## src/rtl/prog_loader.sv

```systemverilog
// prog_loader: byte-stream command decoder that loads imem words, preloads registers and releases the core.
// Optional idle-timeout abort when PROG_LOADER_TIMEOUT_EN is defined.
module prog_loader #(
  parameter int TIMEOUT_CYCLES = 65535,
  parameter int CNT_W          = 16
) (
  input  logic             clk,
  input  logic             rst_n,
  input  logic [7:0]       i_byte,
  input  logic             i_valid,
  output logic             o_ready,
  output logic             o_imem_we,
  output logic [31:0]      o_imem_addr,
  output logic [31:0]      o_imem_data,
  output logic             o_reg_we,
  output logic [4:0]       o_reg_addr,
  output logic [31:0]      o_reg_data,
  output logic [31:0]      o_pc_start_addr,
  output logic             o_pc_load,
  output logic             o_core_hold,
  output logic             o_busy,
  output logic             o_err,
  output logic [CNT_W-1:0] o_words_loaded
);
  typedef enum logic [3:0] {
    S_IDLE, S_ADDR, S_COUNT, S_DATA, S_WR_IMEM,
    S_REG_IDX, S_REG_DATA, S_WR_REG, S_RUN_ADDR, S_GO
  } state_t;
  state_t r_state, w_next;
  logic [1:0]       r_bcnt;
  logic [31:0]      r_sh, r_waddr;
  logic [CNT_W-1:0] r_rem;
  logic [4:0]       r_idx;
  logic             w_acc, w_b3, w_to;
  logic [31:0]      w_word;
  logic [CNT_W-1:0] w_cnt;
  assign o_ready   = !(r_state inside {S_WR_IMEM, S_WR_REG, S_GO});
  assign w_acc     = i_valid && o_ready;
  assign w_b3      = r_bcnt == 2'd3;
  // Fields arrive LSB first, so shifting in from the top leaves the LE value in place.
  assign w_word    = {i_byte, r_sh[31:8]};
  assign w_cnt     = CNT_W'({i_byte, r_sh[31:24]});
  assign o_imem_we = r_state == S_WR_IMEM;
  assign o_reg_we  = r_state == S_WR_REG;
  assign o_pc_load = r_state == S_GO;
  assign o_busy    = r_state != S_IDLE;
`ifdef PROG_LOADER_TIMEOUT_EN
  logic [31:0] r_to;
  logic        w_wait;
  assign w_wait = r_state inside {S_ADDR, S_COUNT, S_DATA, S_REG_IDX, S_REG_DATA, S_RUN_ADDR};
  assign w_to   = w_wait && !w_acc && r_to == 32'(TIMEOUT_CYCLES - 1);
  always_ff @(posedge clk or negedge rst_n)
    if (!rst_n) r_to <= '0;
    else        r_to <= (w_acc || !w_wait || w_to) ? '0 : r_to + 32'd1;
`else
  localparam int unused_to = TIMEOUT_CYCLES;
  assign w_to = 1'b0;
`endif
  always_ff @(posedge clk or negedge rst_n)
    if (!rst_n) r_state <= S_IDLE;
    else        r_state <= w_next;
  always_comb begin
    w_next = r_state;
    case (r_state)
      S_IDLE:     if (w_acc) w_next = i_byte == 8'h01 ? S_ADDR :
                                      i_byte == 8'h02 ? S_REG_IDX :
                                      i_byte == 8'h03 ? S_RUN_ADDR : S_IDLE;
      S_ADDR:     if (w_acc && w_b3) w_next = S_COUNT;
      S_COUNT:    if (w_acc && r_bcnt[0]) w_next = w_cnt == '0 ? S_IDLE : S_DATA;
      S_DATA:     if (w_acc && w_b3) w_next = S_WR_IMEM;
      S_WR_IMEM:  w_next = r_rem == CNT_W'(1) ? S_IDLE : S_DATA;
      S_REG_IDX:  if (w_acc) w_next = S_REG_DATA;
      S_REG_DATA: if (w_acc && w_b3) w_next = S_WR_REG;
      S_WR_REG:   w_next = S_IDLE;
      S_RUN_ADDR: if (w_acc && w_b3) w_next = S_GO;
      S_GO:       w_next = S_IDLE;
      default:    w_next = S_IDLE;
    endcase
    if (w_to) w_next = S_IDLE;
  end
  always_ff @(posedge clk or negedge rst_n)
    if (!rst_n) begin
      r_bcnt          <= '0;
      r_sh            <= '0;
      r_waddr         <= '0;
      r_rem           <= '0;
      r_idx           <= '0;
      o_imem_addr     <= '0;
      o_imem_data     <= '0;
      o_reg_addr      <= '0;
      o_reg_data      <= '0;
      o_pc_start_addr <= '0;
      o_core_hold     <= 1'b1;
      o_err           <= 1'b0;
      o_words_loaded  <= '0;
    end else begin
      if (w_acc) r_sh <= w_word;
      r_bcnt <= (w_next != r_state || r_state == S_IDLE) ? 2'd0 : w_acc ? r_bcnt + 2'd1 : r_bcnt;
      if (r_state == S_IDLE && w_acc) begin
        if (i_byte == 8'h01 || i_byte == 8'h02) o_core_hold <= 1'b1;
        if (!(i_byte inside {8'h01, 8'h02, 8'h03})) o_err <= 1'b1;
      end
      if (r_state == S_ADDR && w_acc && w_b3) r_waddr <= w_word;
      if (r_state == S_COUNT && w_acc && r_bcnt[0]) r_rem <= w_cnt;
      if (r_state == S_DATA && w_acc && w_b3) begin
        o_imem_addr <= r_waddr;
        o_imem_data <= w_word;
      end
      if (r_state == S_WR_IMEM) begin
        r_waddr        <= r_waddr + 32'd4;
        r_rem          <= r_rem - CNT_W'(1);
        o_words_loaded <= o_words_loaded + CNT_W'(1);
      end
      if (r_state == S_REG_IDX && w_acc) r_idx <= i_byte[4:0];
      if (r_state == S_REG_DATA && w_acc && w_b3) begin
        o_reg_addr <= r_idx;
        o_reg_data <= w_word;
      end
      // Hold drops together with the GO state so pc_load and release coincide.
      if (r_state == S_RUN_ADDR && w_acc && w_b3) begin
        o_pc_start_addr <= w_word;
        o_core_hold     <= 1'b0;
      end
      if (w_to) o_err <= 1'b1;
    end
endmodule

```

## config.mk

```make
export PLATFORM = sky130hd
export DESIGN_NAME = prog_loader
export DESIGN_NICKNAME = d
export VERILOG_FILES = /design/src/rtl/prog_loader.sv
export SDC_FILE = /design/constraint.sdc
export NUM_CORES = 1
export LEC_CHECK = 0
export ABC_AREA = 1
export BUFFER_PORTS_ARGS = -buffer_cell sky130_fd_sc_hd__clkbuf_2
export CAP_MARGIN = 20
export CORE_UTILIZATION = 25
export CTS_CLUSTER_SIZE = 10
export DETAILED_ROUTE_END_ITERATION = 8
export GPL_TIMING_DRIVEN = 1
export PLACE_DENSITY = 0.49
export SYNTH_ARGS = -nofsm -noshare
export SYNTH_HDL_FRONTEND = slang
export SYNTH_SLANG_ARGS = --single-unit
```

## constraint.sdc

```tcl
create_clock -name clk -period 5.05 [get_ports clk]
set_input_delay 1.01 -clock clk [delete_from_list [all_inputs] [get_ports clk]]
set_output_delay 1.01 -clock clk [all_outputs]
set_load 0.01 [all_outputs]
```

==> flow_summary.html, run 1 <==
<table>
<tr><th>Metric</th><th>Value</th></tr>
<tr><th colspan="2">GRT</th></tr>
<tr><td>Antenna violations before repair</td><td>1</td></tr>
<tr><td>GR Util All Layers</td><td>14.8%</td></tr>
<tr><td>Final global-route overflow total</td><td>0</td></tr>
<tr><td>Wire length of the first global-routing pass</td><td>47.6 mm</td></tr>
<tr><td>Maximum number of pins on one net before global-route repair</td><td>109</td></tr>
<tr><td>Vias in the first global route</td><td>7994</td></tr>
<tr><th colspan="2">Clock network</th></tr>
<tr><td>Clock edge transition at the registers on the reported setup and hold paths</td><td>60 ps</td></tr>
<tr><td>Count of hold-fix buffers inserted at cts</td><td>0</td></tr>
<tr><td>CTS sink cnt</td><td>234</td></tr>
<tr><td>Skew-Pair Late Insertion Delay</td><td>580 ps</td></tr>
<tr><td>Root Driver</td><td>sky130_fd_sc_hd__clkbuf_16</td></tr>
<tr><td>CTS tree</td><td>done</td></tr>
<tr><td>Post-CTS Repair Setup Buffers</td><td>0</td></tr>
<tr><td>H-tree Lvls</td><td>1</td></tr>
<tr><td>Clock buffer count from CTS</td><td>30</td></tr>
<tr><td>Post-CTS resize count</td><td>0</td></tr>
<tr><td>Number of buffers on the longest clock path</td><td>3</td></tr>
<tr><th colspan="2">Critical path</th></tr>
<tr><td>Peak fanout along the critical path</td><td>44</td></tr>
<tr><td>Kind of launch point of the worst setup path</td><td>register</td></tr>
<tr><td>Data arrival time at the worst-slack endpoint</td><td>2300 ps</td></tr>
<tr><td>Kind of end point of the critical path</td><td>output port</td></tr>
<tr><td>Type of the worst setup path</td><td>register to output port</td></tr>
<tr><td>WP data required</td><td>4040 ps</td></tr>
<tr><th colspan="2">Logic synthesis</th></tr>
<tr><td>Synth warnings</td><td>0</td></tr>
<tr><td>Top_reg_cell synth</td><td>sky130_fd_sc_hd__dfrtp_1</td></tr>
<tr><td>Mean cell area of the mapped netlist</td><td>9.08 um^2</td></tr>
<tr><td>Share of synthesized flip-flops with an asynchronous set or reset</td><td>100%</td></tr>
<tr><td>Post-synthesis sequential element count</td><td>234</td></tr>
<tr><td>Sequential element share of the synthesized area</td><td>56.8%</td></tr>
<tr><td>Number of enable flip-flop cells after synthesis</td><td>0</td></tr>
<tr><td>Most common library cells after synthesis</td><td>sky130_fd_sc_hd__nand2_1 (257), sky130_fd_sc_hd__dfrtp_1 (233), sky130_fd_sc_hd__o21ai_0 (132), sky130_fd_sc_hd__inv_1 (115), sky130_fd_sc_hd__nor2_1 (92)</td></tr>
<tr><td>Number of standard cells after synthesis</td><td>1136</td></tr>
<tr><td>Most area-consuming cells after synthesis</td><td>sky130_fd_sc_hd__dfrtp_1 (57%), sky130_fd_sc_hd__nand2_1 (9.4%), sky130_fd_sc_hd__o21ai_0 (6.4%), sky130_fd_sc_hd__inv_1 (4.2%), sky130_fd_sc_hd__nor2_1 (3.3%)</td></tr>
<tr><td>Synthesized cell area</td><td>10300 um^2</td></tr>
<tr><td>Distinct cell type count of the synthesized netlist</td><td>45</td></tr>
<tr><td>Synth top area share</td><td>56.5%</td></tr>
<tr><td>Area leader, netlist</td><td>sky130_fd_sc_hd__dfrtp_1</td></tr>
<tr><td>Nets in the synthesized netlist</td><td>1152</td></tr>
<tr><td>Most common cell in the synthesized netlist</td><td>sky130_fd_sc_hd__nand2_1</td></tr>
<tr><th colspan="2">Place</th></tr>
<tr><td>Global placement routability congestion</td><td>0.836</td></tr>
<tr><td>DP HPWL</td><td>21.8 mm</td></tr>
<tr><td>Count of placed standard cells including taps</td><td>1797</td></tr>
<tr><td>Count of port buffers added during placement</td><td>166</td></tr>
<tr><td>Cell Area, Placed</td><td>11600 um^2</td></tr>
<tr><th colspan="2">STA</th></tr>
<tr><td>Count of final setup violators</td><td>0</td></tr>
<tr><td>Achievable Freq</td><td>302 MHz</td></tr>
<tr><td>Max-slew violation total from the final report</td><td>0</td></tr>
<tr><td>Hold violation count in the final report</td><td>0</td></tr>
<tr><td>Share of the cycle needed by the critical path after routing</td><td>65.5%</td></tr>
<tr><td>Slew at the pin closest to its max-slew limit</td><td>908 ps</td></tr>
<tr><td>RSZ-0062 raised after global routing</td><td>no</td></tr>
<tr><td>Post-layout min period</td><td>3310 ps</td></tr>
<tr><td>Clock tree skew after final layout</td><td>17.0 ps</td></tr>
<tr><td>Setup TNS</td><td>0 ps</td></tr>
<tr><td>Relative slew margins</td><td>39.4%</td></tr>
<tr><th colspan="2">Routing</th></tr>
<tr><td>Total Routed Length</td><td>31.3 mm</td></tr>
<tr><td>Pre-antenna DRT Iters</td><td>5</td></tr>
<tr><td>DR vias</td><td>8319</td></tr>
<tr><td>DRC marker count from the first detailed-route iteration</td><td>489</td></tr>
<tr><td>Detail-routed via count per cell</td><td>4.51</td></tr>
<tr><td>Residual antenna-violating net count after detailed routing</td><td>0</td></tr>
<tr><td>Drt drc</td><td>0</td></tr>
<tr><td>Wire length per cell</td><td>17.0 um</td></tr>
<tr><th colspan="2">Worst hold path</th></tr>
<tr><td>Tightest Hold Check Type</td><td>register to register</td></tr>
<tr><th colspan="2">Die</th></tr>
<tr><td>Top-level port count</td><td>167</td></tr>
<tr><td>Die area</td><td>42100 um^2</td></tr>
<tr><td>Area of the core</td><td>40700 um^2</td></tr>
<tr><td>Initial Util</td><td>25.3%</td></tr>
<tr><td>Die Y-Extent</td><td>205 um</td></tr>
<tr><td>Die width</td><td>205 um</td></tr>
<tr><td>Total number of placement rows</td><td>74</td></tr>
<tr><th colspan="2">Layout</th></tr>
<tr><td>Post-synthesis to final-layout area growth</td><td>21.8%</td></tr>
<tr><td>Filler cells</td><td>4295</td></tr>
<tr><td>Seq. cell area</td><td>5860 um^2</td></tr>
<tr><td>Layout cells sized above 1</td><td>19.6%</td></tr>
<tr><td>Area of combinational cells with multiple inputs</td><td>3750 um^2</td></tr>
<tr><td>Final design area excluding fillers</td><td>12600 um^2</td></tr>
<tr><td>Total number of nets in the final design</td><td>1314</td></tr>
<tr><td>Non-filler instance count after layout</td><td>1846</td></tr>
<tr><th colspan="2">Power and ir drop</th></tr>
<tr><td>Power density cells</td><td>446 nW/um^2</td></tr>
<tr><td>Leakage</td><td>6.19 nW</td></tr>
<tr><td>Worst ir drop on vdd</td><td>0.265 mV</td></tr>
<tr><th colspan="2">Run status</th></tr>
<tr><td>Result of the run</td><td>complete, no violations</td></tr>
<tr><th colspan="2">Job</th></tr>
<tr><td>Max-cap violation count</td><td>0</td></tr>
</table>
[power by group]
| part | switching, mW | internal, mW | leakage (nW) |
|---|---|---|---|
| clock | 0.837 | 1.18 | 0.445 |
| sequential | 0.250 | 2.14 | 3.14 |
| combinational | 0.846 | 0.353 | 2.61 |
| total | 1.93 | 3.67 | 6.19 |
[cell families (layout without fill, tap and decap cells)]
kind of cell,count (synthesis),count (layout),share of synthesized area (%)
multiplexers,8,8,0.861
adder cells (fa/ha/maj),5,5,0.606
flip-flops,234,234,56.8
other,0,1,0
buffers and inverters,167,344,6.97
AND/OR/NAND/NOR,457,457,19.6
XOR/XNOR,24,24,2.04
AO/OA/AOI/OAI,241,241,13.1
[routing by layer]
layer | GRT usage [%] | share of wire [%] | up-vias
met5 | 0 | 0 | -
met4 | 4.07 | 2.4 | 0
met3 | 3.05 | 5.1 | 51
met2 | 25.2 | 49 | 192
met1 | 19.0 | 43 | 4015
li1 | - | - | 4061
[critical path: stages, from the launching register on]
cell and delay, ps:
sky130_fd_sc_hd__dfrtp_1 450, sky130_fd_sc_hd__nor2_2 300, sky130_fd_sc_hd__nand2_4 250, sky130_fd_sc_hd__inv_6 380, sky130_fd_sc_hd__nor2_2 130, sky130_fd_sc_hd__clkbuf_2 160
[registers in the layout, summed over array words and instances, names as in the netlist]
name and cells:
r_sh 24, r_idx 5, r_state 4, o_reg_addr 5, o_imem_addr 32, o_imem_data 32
o_core_hold 1, o_pc_start_addr 32, r_waddr 32, r_rem 16, o_err 1, o_reg_data 32
o_words_loaded 16, r_bcnt 2
[cell type report]
| class | instances | area share, % |
|---|---|---|
| inverter | 122 | 3.68 |
| clock buffer | 40 | 6.51 |
| sequential | 234 | 46.6 |
| multi-input combinational | 735 | 29.9 |
| timing repair buffer | 175 | 7.33 |
| antenna | 1 | 0.0199 |
| clock inverter | 7 | 0.707 |
| tap | 532 | 5.30 |
[layout by cell type, fill, tap and decap left out, types with 3 or more instances in the layout]
cell	n
sky130_fd_sc_hd__ha_1	5
sky130_fd_sc_hd__nand3_2	3
sky130_fd_sc_hd__inv_2	6
sky130_fd_sc_hd__mux2_2	3
sky130_fd_sc_hd__xnor2_1	7
sky130_fd_sc_hd__xor2_1	17
sky130_fd_sc_hd__clkbuf_8	3
sky130_fd_sc_hd__o21ai_0	132
sky130_fd_sc_hd__nor3_1	14
sky130_fd_sc_hd__inv_1	115
sky130_fd_sc_hd__nand3_1	43
sky130_fd_sc_hd__o221ai_1	23
sky130_fd_sc_hd__o211ai_1	11
sky130_fd_sc_hd__clkbuf_2	165
sky130_fd_sc_hd__nand2_1	257
sky130_fd_sc_hd__mux2_1	4
sky130_fd_sc_hd__a21oi_1	41
sky130_fd_sc_hd__nand2_2	3
sky130_fd_sc_hd__nand4_1	15
sky130_fd_sc_hd__clkinv_2	4
sky130_fd_sc_hd__nor4_1	3
sky130_fd_sc_hd__nor2_1	92
sky130_fd_sc_hd__clkbuf_16	30
sky130_fd_sc_hd__o21ai_1	22
sky130_fd_sc_hd__dfrtp_1	233
sky130_fd_sc_hd__o22ai_1	5
sky130_fd_sc_hd__buf_4	8
sky130_fd_sc_hd__nor2_4	10
sky130_fd_sc_hd__nor2_2	7
sky130_fd_sc_hd__clkbuf_1	7
[through the flow]
step	worst slack, ps	power [mW]	utilization (%)	hold slack (ps)
6_report	1740	5.61	30.9	473
5_1_grt	1660	5.92	30.8	484
4_1_cts	1720	5.69	30.8	475
3_5_place_dp	1670	3.64	28.6	463
3_3_place_gp	1770	3.62	28.6	460
2_1_floorplan	2650	3.16	-	442
[final timing paths]
| kind | slack [ps] | cells past startpoint | end | start |
|---|---|---|---|---|
| setup reg to reg | 1980 | 10 | r_rem[1] | r_state[0] |
| min in group asynchronous | 500 | 1 | o_imem_addr[1] | rst_n |
| hold reg to reg | 470 | 1 | o_words_loaded[15] | o_words_loaded[15] |
| hold / removal | 470 | 1 | o_words_loaded[15] | o_words_loaded[15] |
| setup / recovery | 1740 | 5 | o_ready | r_state[0] |
| max in group asynchronous | 3510 | 2 | o_core_hold | rst_n |
Note: power is estimated with default switching activity, not from simulation.
==> run 2: changes to the inputs <==
==> constraint.sdc (replaced) <==
create_clock -name clk -period 3.2 [get_ports clk]
set_input_delay 0.64 -clock clk [delete_from_list [all_inputs] [get_ports clk]]
set_output_delay 0.64 -clock clk [all_outputs]
set_load 0.01 [all_outputs]
==> run 2 against run 1 <==
Compared with the run above: worst setup slack worse by 1300 ps; sequential cell count unchanged; via count is 0.41% higher; clock-buffer cell count up 4; cell area rose by 0.72%; routed wire length grew 0.62%; utilization up 0.22 points; combinational power is 61% higher; critical path depth unchanged; non-clock buffer count rose by 12; cell count rose by 0.76%; largest power group unchanged.
==> flow_summary.html, run 2 (synthesis gave the netlist of run 1 again) <==
<table>
<tr><th>Metric</th><th>Value</th></tr>
<tr><th colspan="2">Die</th></tr>
<tr><td>Area of the core</td><td>40700 um^2 (unchanged)</td></tr>
<tr><td>Die width</td><td>205 um (unchanged)</td></tr>
<tr><td>Die Y-Extent</td><td>205 um (unchanged)</td></tr>
<tr><td>Die area</td><td>42100 um^2 (unchanged)</td></tr>
<tr><td>Total number of placement rows</td><td>74 (unchanged)</td></tr>
<tr><td>Initial Util</td><td>25.3% (unchanged)</td></tr>
<tr><td>Top-level port count</td><td>167 (unchanged)</td></tr>
<tr><th colspan="2">Routing</th></tr>
<tr><td>Wire length per cell</td><td>16.9 um (was 17.0 um)</td></tr>
<tr><td>Residual antenna-violating net count after detailed routing</td><td>0 (unchanged)</td></tr>
<tr><td>DRC marker count from the first detailed-route iteration</td><td>514 (was 489)</td></tr>
<tr><td>DR vias</td><td>8353 (was 8319)</td></tr>
<tr><td>Total Routed Length</td><td>31.5 mm (was 31.3 mm)</td></tr>
<tr><td>Pre-antenna DRT Iters</td><td>5 (unchanged)</td></tr>
<tr><td>Detail-routed via count per cell</td><td>4.49 (was 4.51)</td></tr>
<tr><td>Drt drc</td><td>0 (unchanged)</td></tr>
<tr><th colspan="2">Clock network</th></tr>
<tr><td>Skew-Pair Late Insertion Delay</td><td>570 ps (was 580 ps)</td></tr>
<tr><td>Number of buffers on the longest clock path</td><td>3 (unchanged)</td></tr>
<tr><td>Clock edge transition at the registers on the reported setup and hold paths</td><td>60 ps (about the same)</td></tr>
<tr><td>Root Driver</td><td>sky130_fd_sc_hd__clkbuf_16 (unchanged)</td></tr>
<tr><td>CTS tree</td><td>done (unchanged)</td></tr>
<tr><td>Clock buffer count from CTS</td><td>29 (was 30)</td></tr>
<tr><td>CTS sink cnt</td><td>234 (unchanged)</td></tr>
<tr><td>H-tree Lvls</td><td>1 (unchanged)</td></tr>
<tr><th colspan="2">Critical path</th></tr>
<tr><td>Max stage delay cell, worst path</td><td>sky130_fd_sc_hd__dfrtp_1 (unchanged)</td></tr>
<tr><td>Critical Path Max Stage Delay</td><td>440 ps (was 450 ps)</td></tr>
<tr><td>Kind of launch point of the worst setup path</td><td>register (unchanged)</td></tr>
<tr><td>Critical path's top delay family</td><td>simple AND/OR/NAND/NOR gates (unchanged)</td></tr>
<tr><td>Peak fanout along the critical path</td><td>30 (was 44)</td></tr>
<tr><td>Depth of the worst register-to-register path</td><td>11 (was 10)</td></tr>
<tr><td>Logic depth of the worst path, buffers included</td><td>5 (unchanged)</td></tr>
<tr><td>Crit path to</td><td>o_ready (unchanged)</td></tr>
<tr><td>Cell type with the highest occurrence count on the critical path</td><td>sky130_fd_sc_hd__nor2_2 (unchanged)</td></tr>
<tr><td>Kind of end point of the critical path</td><td>output port (unchanged)</td></tr>
<tr><td>WP data required</td><td>2560 ps (was 4040 ps)</td></tr>
<tr><td>Number of buffer and inverter instances along the worst setup path</td><td>2 (unchanged)</td></tr>
<tr><td>Data arrival time at the worst-slack endpoint</td><td>2110 ps (was 2300 ps)</td></tr>
<tr><td>Worst setup slack for register-to-register paths</td><td>790 ps (was 1980 ps)</td></tr>
<tr><td>Worst flop-to-flop path startpoint</td><td>r_state[2] (was r_state[0])</td></tr>
<tr><td>Type of the worst setup path</td><td>register to output port (unchanged)</td></tr>
<tr><td>Origin of the worst setup path</td><td>r_state[1] (was r_state[0])</td></tr>
<tr><td>Ordered list of cells on the worst path</td><td>nor2_2 -&gt; nand2_4 -&gt; inv_6 -&gt; nor2_2 -&gt; clkbuf_2 (unchanged)</td></tr>
<tr><td>Reg-to-reg critical path endpoint</td><td>r_bcnt[0] (was r_rem[1])</td></tr>
<tr><th colspan="2">Job</th></tr>
<tr><td>Max-cap violation count</td><td>0 (unchanged)</td></tr>
<tr><th colspan="2">GRT</th></tr>
<tr><td>Antenna violations before repair</td><td>0 (was 1)</td></tr>
<tr><td>Met3 track demand over resource</td><td>3.39% (was 3.05%)</td></tr>
<tr><td>Final global-route overflow total</td><td>0 (unchanged)</td></tr>
<tr><td>Wire length of the first global-routing pass</td><td>48.7 mm (was 47.6 mm)</td></tr>
<tr><td>Layer with the highest usage</td><td>met2 (unchanged)</td></tr>
<tr><td>GR Util All Layers</td><td>15.0% (was 14.8%)</td></tr>
<tr><td>Met2 Resource Use GR</td><td>25.2% (about the same)</td></tr>
<tr><td>Maximum number of pins on one net before global-route repair</td><td>89 (was 109)</td></tr>
<tr><td>GR Layer Usage met1</td><td>19.2% (was 19.0%)</td></tr>
<tr><td>Vias in the first global route</td><td>8151 (was 7994)</td></tr>
<tr><th colspan="2">STA</th></tr>
<tr><td>Max-slew violation total from the final report</td><td>0 (unchanged)</td></tr>
<tr><td>Slew at the pin closest to its max-slew limit</td><td>1030 ps (was 908 ps)</td></tr>
<tr><td>Count of final setup violators</td><td>0 (unchanged)</td></tr>
<tr><td>Relative slew margins</td><td>31.4% (was 39.4%)</td></tr>
<tr><td>Achievable Freq</td><td>364 MHz</td></tr>
<tr><td>Post-layout min period</td><td>2750 ps</td></tr>
<tr><td>Setup TNS</td><td>0 ps (unchanged)</td></tr>
<tr><td>Hold violation count in the final report</td><td>0 (unchanged)</td></tr>
<tr><td>Share of the cycle needed by the critical path after routing</td><td>86.0%</td></tr>
<tr><td>Clock tree skew after final layout</td><td>22.4 ps (was 17.0 ps)</td></tr>
<tr><td>RSZ-0062 raised after global routing</td><td>no (unchanged)</td></tr>
<tr><th colspan="2">Layout</th></tr>
<tr><td>Layout cells sized above 1</td><td>20.1% (was 19.6%)</td></tr>
<tr><td>Most used cells in the layout excluding fill and tap cells</td><td>sky130_fd_sc_hd__nand2_1 (257), sky130_fd_sc_hd__dfrtp_1 (233), sky130_fd_sc_hd__clkbuf_2 (165) (unchanged)</td></tr>
<tr><td>Post-synthesis to final-layout area growth</td><td>22.7% (was 21.8%)</td></tr>
<tr><td>Seq. cell area</td><td>5860 um^2 (unchanged)</td></tr>
<tr><td>Most common library cell in the layout ignoring fill and taps</td><td>sky130_fd_sc_hd__nand2_1 (unchanged)</td></tr>
<tr><td>Total number of nets in the final design</td><td>1325 (was 1314)</td></tr>
<tr><td>Area of combinational cells with multiple inputs</td><td>3750 um^2 (unchanged)</td></tr>
<tr><td>Filler cells</td><td>4358 (was 4295)</td></tr>
<tr><td>Core occupancy in the finished layout</td><td>31.1% (was 30.9%)</td></tr>
<tr><td>N_diodes</td><td>0 (was 1)</td></tr>
<tr><th colspan="2">Worst hold path</th></tr>
<tr><td>Tightest Hold Check Type</td><td>input port to register (was register to register)</td></tr>
<tr><th colspan="2">Power and ir drop</th></tr>
<tr><td>Leakage</td><td>6.24 nW (was 6.19 nW)</td></tr>
<tr><td>Power density cells</td><td>694 nW/um^2 (was 446 nW/um^2)</td></tr>
<tr><td>Worst ir drop on vdd</td><td>0.377 mV (was 0.265 mV)</td></tr>
<tr><td>Tot Pwr</td><td>8.79 mW (was 5.61 mW)</td></tr>
<tr><th colspan="2">Place</th></tr>
<tr><td>Global placement routability congestion</td><td>0.827 (was 0.836)</td></tr>
<tr><td>Count of port buffers added during placement</td><td>166 (unchanged)</td></tr>
<tr><td>DP HPWL</td><td>22.5 mm (was 21.8 mm)</td></tr>
<tr><th colspan="2">Run status</th></tr>
<tr><td>Result of the run</td><td>complete, no violations (unchanged)</td></tr>
</table>
[run 2: cell count changes in the layout (fill, tap and decap cells not counted), sizes merged]
cell	before	now
buf	10	21
clkbuf	205	209
diode	1	0
clkinv	5	4
dlygate4sd3	0	1
[run 2: worst reg2reg max path, cell delays in order, from the launching register on]
cell	delay [ps]
sky130_fd_sc_hd__dfrtp_1	410
sky130_fd_sc_hd__inv_1	150
sky130_fd_sc_hd__nor2_4	70
sky130_fd_sc_hd__nand2_4	220
sky130_fd_sc_hd__inv_6	180
sky130_fd_sc_hd__nor2_2	210
sky130_fd_sc_hd__nand4_4	380
sky130_fd_sc_hd__nand4_1	260
sky130_fd_sc_hd__nand2_1	80
sky130_fd_sc_hd__nor2_1	130
sky130_fd_sc_hd__nand2_1	80
sky130_fd_sc_hd__nor3_1	160
[run 2: through the flow]
stage          hold slack (ps)  cell area, um^2  cells  setup slack (ps)
6_report                   364            12700   1860               449
3_5_place_dp               455            11800   1809               754
4_1_cts                    336            12700   1860               403
3_3_place_gp               461            11800   1809               862
5_1_grt                    345            12700   1860               304
2_1_floorplan              344            10300   1136              1170
[run 2: routing by layer]
metal / part of all wire [%] / vias to the layer above
met5: 0 / -
met4: 2.7 / 0
met3: 5.5 / 49
met2: 48 / 188
met1: 44 / 4027
li1: - / 4089
[run 2: worst min-delay path by stage]
stage	start	endpoint	cells after the start
4_1_cts	i_byte[2]	r_waddr[26]	3
6_report	i_byte[2]	r_waddr[26]	3
3_3_place_gp	o_words_loaded[15]	o_words_loaded[15]	1
3_5_place_dp	r_waddr[1]	o_imem_addr[1]	2
5_1_grt	i_byte[2]	r_waddr[26]	3
2_1_floorplan	rst_n	o_err	0
[run 2: cell type report]
type                    instances  share of cell area (%)
clock buffers                  44                    6.41
clock inverters                 6                   0.553
inverters                     122                    3.66
multi-input cells             735                    29.7
flip-flops and latches        234                    46.3
well taps                     532                    5.26
repair buffers                187                    8.20
[run 2: where the power goes]
part | switching (mW) | internal [mW] | total, mW
Combinational | 1.35 | 0.577 | 1.93
Clock | 1.27 | 1.82 | 3.09
Sequential | 0.388 | 3.38 | 3.77
[run 2: repair_timing]
action	in CTS	in global routing
endpoints found under the hold margin	12	0
gates resized for setup	0	0
hold buffers	1	0
buffers inserted	0	0
==> run 3: changes to the inputs <==
==> config.mk (replaced) <==
export PLATFORM = sky130hd
export DESIGN_NAME = prog_loader
export DESIGN_NICKNAME = d
export VERILOG_FILES = /design/src/rtl/prog_loader.sv
export SDC_FILE = /design/constraint.sdc
export NUM_CORES = 1
export LEC_CHECK = 0
export BUFFER_PORTS_ARGS = -buffer_cell sky130_fd_sc_hd__clkbuf_2
export CAP_MARGIN = 20
export CORE_UTILIZATION = 40
export CTS_CLUSTER_SIZE = 10
export DETAILED_ROUTE_END_ITERATION = 8
export GPL_TIMING_DRIVEN = 1
export PLACE_DENSITY = 0.67
export SYNTH_ARGS = -nofsm -noshare
export SYNTH_HDL_FRONTEND = slang
export SYNTH_SLANG_ARGS = --single-unit
==> run 3 against run 2 <==
Compared with the run above: global-route usage rose by 5.0 points; non-clock buffer count down 6; register-to-register slack better by 50 ps; largest cell class unchanged; critical path type unchanged.
==> flow_summary.html, run 3 <==
<table>
<tr><th>Metric</th><th>Value</th></tr>
<tr><th colspan="2">Clock network</th></tr>
<tr><td>Post-CTS Repair Setup Buffers</td><td>0 (unchanged)</td></tr>
<tr><td>Post-CTS resize count</td><td>0 (unchanged)</td></tr>
<tr><td>CTS sink cnt</td><td>234 (unchanged)</td></tr>
<tr><td>Skew-Pair Late Insertion Delay</td><td>530 ps (was 570 ps)</td></tr>
<tr><td>Count of hold-fix buffers inserted at cts</td><td>0 (was 1)</td></tr>
<tr><td>Root Driver</td><td>sky130_fd_sc_hd__clkbuf_16 (unchanged)</td></tr>
<tr><td>H-tree Lvls</td><td>1 (unchanged)</td></tr>
<tr><td>Clock buffer count from CTS</td><td>27 (was 29)</td></tr>
<tr><td>CTS tree</td><td>done (unchanged)</td></tr>
<tr><td>Clock edge transition at the registers on the reported setup and hold paths</td><td>50 ps (was 60 ps)</td></tr>
<tr><td>Number of buffers on the longest clock path</td><td>3 (unchanged)</td></tr>
<tr><th colspan="2">STA</th></tr>
<tr><td>Clock tree skew after final layout</td><td>7.17 ps (was 22.4 ps)</td></tr>
<tr><td>Achievable Freq</td><td>348 MHz (was 364 MHz)</td></tr>
<tr><td>Slew at the pin closest to its max-slew limit</td><td>573 ps (was 1030 ps)</td></tr>
<tr><td>Share of the cycle needed by the critical path after routing</td><td>89.7% (was 86.0%)</td></tr>
<tr><td>Post-layout min period</td><td>2870 ps (was 2750 ps)</td></tr>
<tr><td>Setup TNS</td><td>0 ps (unchanged)</td></tr>
<tr><td>Relative slew margins</td><td>61.6% (was 31.4%)</td></tr>
<tr><td>Worst-case setup margin in the final layout</td><td>330 ps (was 449 ps)</td></tr>
<tr><td>RSZ-0062 raised after global routing</td><td>no (unchanged)</td></tr>
<tr><td>Count of final setup violators</td><td>0 (unchanged)</td></tr>
<tr><td>Hold violation count in the final report</td><td>0 (unchanged)</td></tr>
<tr><td>Max-slew violation total from the final report</td><td>0 (unchanged)</td></tr>
<tr><th colspan="2">Critical path</th></tr>
<tr><td>Reg-to-reg critical path endpoint</td><td>r_rem[3] (was r_bcnt[0])</td></tr>
<tr><td>WP data required</td><td>2560 ps (about the same)</td></tr>
<tr><td>Peak fanout along the critical path</td><td>13 (was 30)</td></tr>
<tr><td>Worst flop-to-flop path startpoint</td><td>r_state[0] (was r_state[2])</td></tr>
<tr><td>Type of the worst setup path</td><td>register to output port (unchanged)</td></tr>
<tr><td>Kind of end point of the critical path</td><td>output port (unchanged)</td></tr>
<tr><td>Kind of launch point of the worst setup path</td><td>register (unchanged)</td></tr>
<tr><td>Depth of the worst register-to-register path</td><td>6 (was 11)</td></tr>
<tr><td>Worst setup slack for register-to-register paths</td><td>840 ps (was 790 ps)</td></tr>
<tr><td>Data arrival time at the worst-slack endpoint</td><td>2230 ps (was 2110 ps)</td></tr>
<tr><th colspan="2">Worst hold path</th></tr>
<tr><td>Tightest Hold Check Type</td><td>input port to asynchronous set/reset pin (was input port to register)</td></tr>
<tr><th colspan="2">Logic synthesis</th></tr>
<tr><td>Post-synthesis sequential element count</td><td>234 (unchanged)</td></tr>
<tr><td>Number of enable flip-flop cells after synthesis</td><td>0 (unchanged)</td></tr>
<tr><td>Most area-consuming cells after synthesis</td><td>sky130_fd_sc_hd__dfrtp_1 (58%), sky130_fd_sc_hd__mux2_2 (18%), sky130_fd_sc_hd__nand2_1 (2.9%), sky130_fd_sc_hd__nand3_1 (1.7%), sky130_fd_sc_hd__o211ai_1 (1.4%) (was sky130_fd_sc_hd__dfrtp_1 (57%), sky130_fd_sc_hd__nand2_1 (9.4%), sky130_fd_sc_hd__o21ai_0 (6.4%), sky130_fd_sc_hd__inv_1 (4.2%), sky130_fd_sc_hd__nor2_1 (3.3%))</td></tr>
<tr><td>Top_reg_cell synth</td><td>sky130_fd_sc_hd__dfrtp_1 (unchanged)</td></tr>
<tr><td>Complex-gate fraction of the synthesized area</td><td>6.98% (was 13.1%)</td></tr>
<tr><td>Share of synthesized cell area in full adder, half adder and majority cells</td><td>0.625% (was 0.606%)</td></tr>
<tr><td>Share of synthesized flip-flops with an asynchronous set or reset</td><td>100% (unchanged)</td></tr>
<tr><td>Synthesized cell area</td><td>10000 um^2 (was 10300 um^2)</td></tr>
<tr><td>Area leader, netlist</td><td>sky130_fd_sc_hd__dfrtp_1 (unchanged)</td></tr>
<tr><td>Fraction of synthesized area in multiplexers</td><td>18.7% (was 0.861%)</td></tr>
<tr><td>Mean cell area of the mapped netlist</td><td>12.7 um^2 (was 9.08 um^2)</td></tr>
<tr><td>Synth warnings</td><td>0 (unchanged)</td></tr>
<tr><td>Most common library cells after synthesis</td><td>sky130_fd_sc_hd__dfrtp_1 (233), sky130_fd_sc_hd__mux2_2 (163), sky130_fd_sc_hd__nand2_1 (77), sky130_fd_sc_hd__nand3_1 (34), sky130_fd_sc_hd__nor2_1 (27) (was sky130_fd_sc_hd__nand2_1 (257), sky130_fd_sc_hd__dfrtp_1 (233), sky130_fd_sc_hd__o21ai_0 (132), sky130_fd_sc_hd__inv_1 (115), sky130_fd_sc_hd__nor2_1 (92))</td></tr>
<tr><td>Parity-gate share of the synthesized area counting xor and xnor cells</td><td>1.91% (was 2.04%)</td></tr>
<tr><td>Sequential element share of the synthesized area</td><td>58.5% (was 56.8%)</td></tr>
<tr><td>Number of standard cells after synthesis</td><td>785 (was 1136)</td></tr>
<tr><td>Nets in the synthesized netlist</td><td>801 (was 1152)</td></tr>
<tr><td>Area share of and/or/nand/nor cells after synthesis</td><td>11.3% (was 19.6%)</td></tr>
<tr><td>Main combinational cell family by area after synthesis</td><td>multiplexers (was simple AND/OR/NAND/NOR gates)</td></tr>
<tr><td>Most common cell in the synthesized netlist</td><td>sky130_fd_sc_hd__dfrtp_1 (was sky130_fd_sc_hd__nand2_1)</td></tr>
<tr><td>Distinct cell type count of the synthesized netlist</td><td>59 (was 45)</td></tr>
<tr><td>Synth top area share</td><td>58.3% (was 56.5%)</td></tr>
<tr><th colspan="2">GRT</th></tr>
<tr><td>Maximum number of pins on one net before global-route repair</td><td>76 (was 89)</td></tr>
<tr><td>GR Util All Layers</td><td>20.0% (was 15.0%)</td></tr>
<tr><td>Wire length of the first global-routing pass</td><td>40.7 mm (was 48.7 mm)</td></tr>
<tr><td>Antenna violations before repair</td><td>0 (unchanged)</td></tr>
<tr><td>Final global-route overflow total</td><td>0 (unchanged)</td></tr>
<tr><td>Vias in the first global route</td><td>7114 (was 8151)</td></tr>
<tr><th colspan="2">Layout</th></tr>
<tr><td>Layout cells sized above 1</td><td>40.5% (was 20.1%)</td></tr>
<tr><td>Total number of nets in the final design</td><td>975 (was 1325)</td></tr>
<tr><td>Core occupancy in the finished layout</td><td>49.2% (was 31.1%)</td></tr>
<tr><td>Filler cells</td><td>2191 (was 4358)</td></tr>
<tr><td>N_diodes</td><td>0 (unchanged)</td></tr>
<tr><td>Non-filler instance count after layout</td><td>1297 (was 1860)</td></tr>
<tr><td>Most used cells in the layout excluding fill and tap cells</td><td>sky130_fd_sc_hd__dfrtp_1 (233), sky130_fd_sc_hd__clkbuf_2 (165), sky130_fd_sc_hd__mux2_2 (163) (was sky130_fd_sc_hd__nand2_1 (257), sky130_fd_sc_hd__dfrtp_1 (233), sky130_fd_sc_hd__clkbuf_2 (165))</td></tr>
<tr><td>Post-synthesis to final-layout area growth</td><td>19.8% (was 22.7%)</td></tr>
<tr><td>Most common library cell in the layout ignoring fill and taps</td><td>sky130_fd_sc_hd__dfrtp_1 (was sky130_fd_sc_hd__nand2_1)</td></tr>
<tr><th colspan="2">Routing</th></tr>
<tr><td>Residual antenna-violating net count after detailed routing</td><td>0 (unchanged)</td></tr>
<tr><td>DRC marker count from the first detailed-route iteration</td><td>545 (was 514)</td></tr>
<tr><td>Drt drc</td><td>0 (unchanged)</td></tr>
<tr><td>Detail-routed via count per cell</td><td>5.45 (was 4.49)</td></tr>
<tr><td>Pre-antenna DRT Iters</td><td>5 (unchanged)</td></tr>
<tr><td>DR vias</td><td>7074 (was 8353)</td></tr>
<tr><td>Total Routed Length</td><td>25.2 mm (was 31.5 mm)</td></tr>
<tr><td>Wire length per cell</td><td>19.4 um (was 16.9 um)</td></tr>
<tr><th colspan="2">Run status</th></tr>
<tr><td>Result of the run</td><td>complete, no violations (unchanged)</td></tr>
<tr><th colspan="2">Job</th></tr>
<tr><td>Max-cap violation count</td><td>0 (unchanged)</td></tr>
<tr><th colspan="2">Place</th></tr>
<tr><td>DP HPWL</td><td>16.8 mm (was 22.5 mm)</td></tr>
<tr><td>Setup WS pre-CTS</td><td>770 ps (was 754 ps)</td></tr>
<tr><td>Global placement routability congestion</td><td>0.800 (was 0.827)</td></tr>
<tr><td>Count of placed standard cells including taps</td><td>1254 (was 1809)</td></tr>
<tr><td>Count of port buffers added during placement</td><td>166 (unchanged)</td></tr>
<tr><th colspan="2">Die</th></tr>
<tr><td>Area of the core</td><td>24400 um^2 (was 40700 um^2)</td></tr>
<tr><td>Top-level port count</td><td>167 (unchanged)</td></tr>
<tr><td>Initial Util</td><td>41.0% (was 25.3%)</td></tr>
<tr><td>Die Y-Extent</td><td>160 um (was 205 um)</td></tr>
<tr><td>Total number of placement rows</td><td>57 (was 74)</td></tr>
<tr><td>Die width</td><td>160 um (was 205 um)</td></tr>
<tr><td>Die area</td><td>25600 um^2 (was 42100 um^2)</td></tr>
<tr><th colspan="2">Power and ir drop</th></tr>
<tr><td>Worst ir drop on vdd</td><td>0.442 mV (was 0.377 mV)</td></tr>
<tr><td>Leakage</td><td>5.85 nW (was 6.24 nW)</td></tr>
<tr><td>Power density cells</td><td>731 nW/um^2 (was 694 nW/um^2)</td></tr>
</table>
-- run 3: cell types whose count changed after synthesis, moves of 28 or more --
cell                      previous run  this run
sky130_fd_sc_hd__o21ai_0           132        15
sky130_fd_sc_hd__nand2_1           257        77
sky130_fd_sc_hd__inv_1             115         7
sky130_fd_sc_hd__a21oi_1            41        13
sky130_fd_sc_hd__nor2_1             92        27
sky130_fd_sc_hd__mux2_2              3       163
-- run 3: cells by family after synthesis --
group,count (synthesis)
flops,234
simple gates,223
mux,167
compound gates,91
buf+inv,44
xor+xnor,21
fa+ha+maj,5
-- run 3: stage by stage --
| step | total power [mW] | hold slack [ps] | area, um^2 |
|---|---|---|---|
| after floorplan | 5.33 | 344 | 10000 |
| after global placement | 6.07 | 461 | 11200 |
| after detailed placement | 6.14 | 469 | 11200 |
| after CTS | 8.84 | 73.8 | 12000 |
| after global routing | 9.26 | 96.3 | 12000 |
| final | 8.77 | 50.8 | 12000 |
-- run 3: critical path, cell delays in order, from the launching register on --
cell and delay (ps):
sky130_fd_sc_hd__dfrtp_1 640, sky130_fd_sc_hd__nor2_2 120, sky130_fd_sc_hd__nand2_1 160, sky130_fd_sc_hd__clkinv_1 340, sky130_fd_sc_hd__buf_4 310, sky130_fd_sc_hd__clkbuf_2 140
-- run 3: area by class of cell --
cell class / count / area [um^2] / share of cell area, %
flip-flops and latches: 234 / 5860 / 48.9
well taps: 324 / 405 / 3.38
clock inverters: 2 / 13.8 / 0.115
multi-input cells: 507 / 3980 / 33.2
inverters: 8 / 30.0 / 0.250
clock buffers: 41 / 728 / 6.07
repair buffers: 181 / 978 / 8.16
-- run 3: worst max-delay path by stage --
stage | cells past startpoint | start | end | slack [ps]
floorplan | 6 | i_valid | o_reg_data[26] | 1090
global placement | 7 | i_byte[2] | r_bcnt[0] | 820
detailed placement | 5 | i_valid | o_imem_addr[4] | 770
CTS | 5 | r_state[0] | o_imem_we | 370
global route | 5 | r_state[0] | o_imem_we | 210
finish | 5 | r_state[0] | o_imem_we | 330
-- run 3: power by group --
group	switching, mW	leakage [nW]	internal [mW]
Combinational	0.866	2.42	0.861
Sequential	0.743	3.08	3.62
Clock	1.13	0.358	1.55
-- run 3: routing by layer --
| metal | track usage (%) | wire length [um] | share of wire [%] | up-vias |
|---|---|---|---|---|
| met4 | 5.15 | 553 | 2.2 | 0 |
| li1 | - | - | - | 3218 |
| met5 | 0 | 0 | 0 | - |
| met3 | 4.73 | 1930 | 7.7 | 36 |
| met1 | 28.5 | 11300 | 45 | 3594 |
| met2 | 30.6 | 11400 | 45 | 226 |
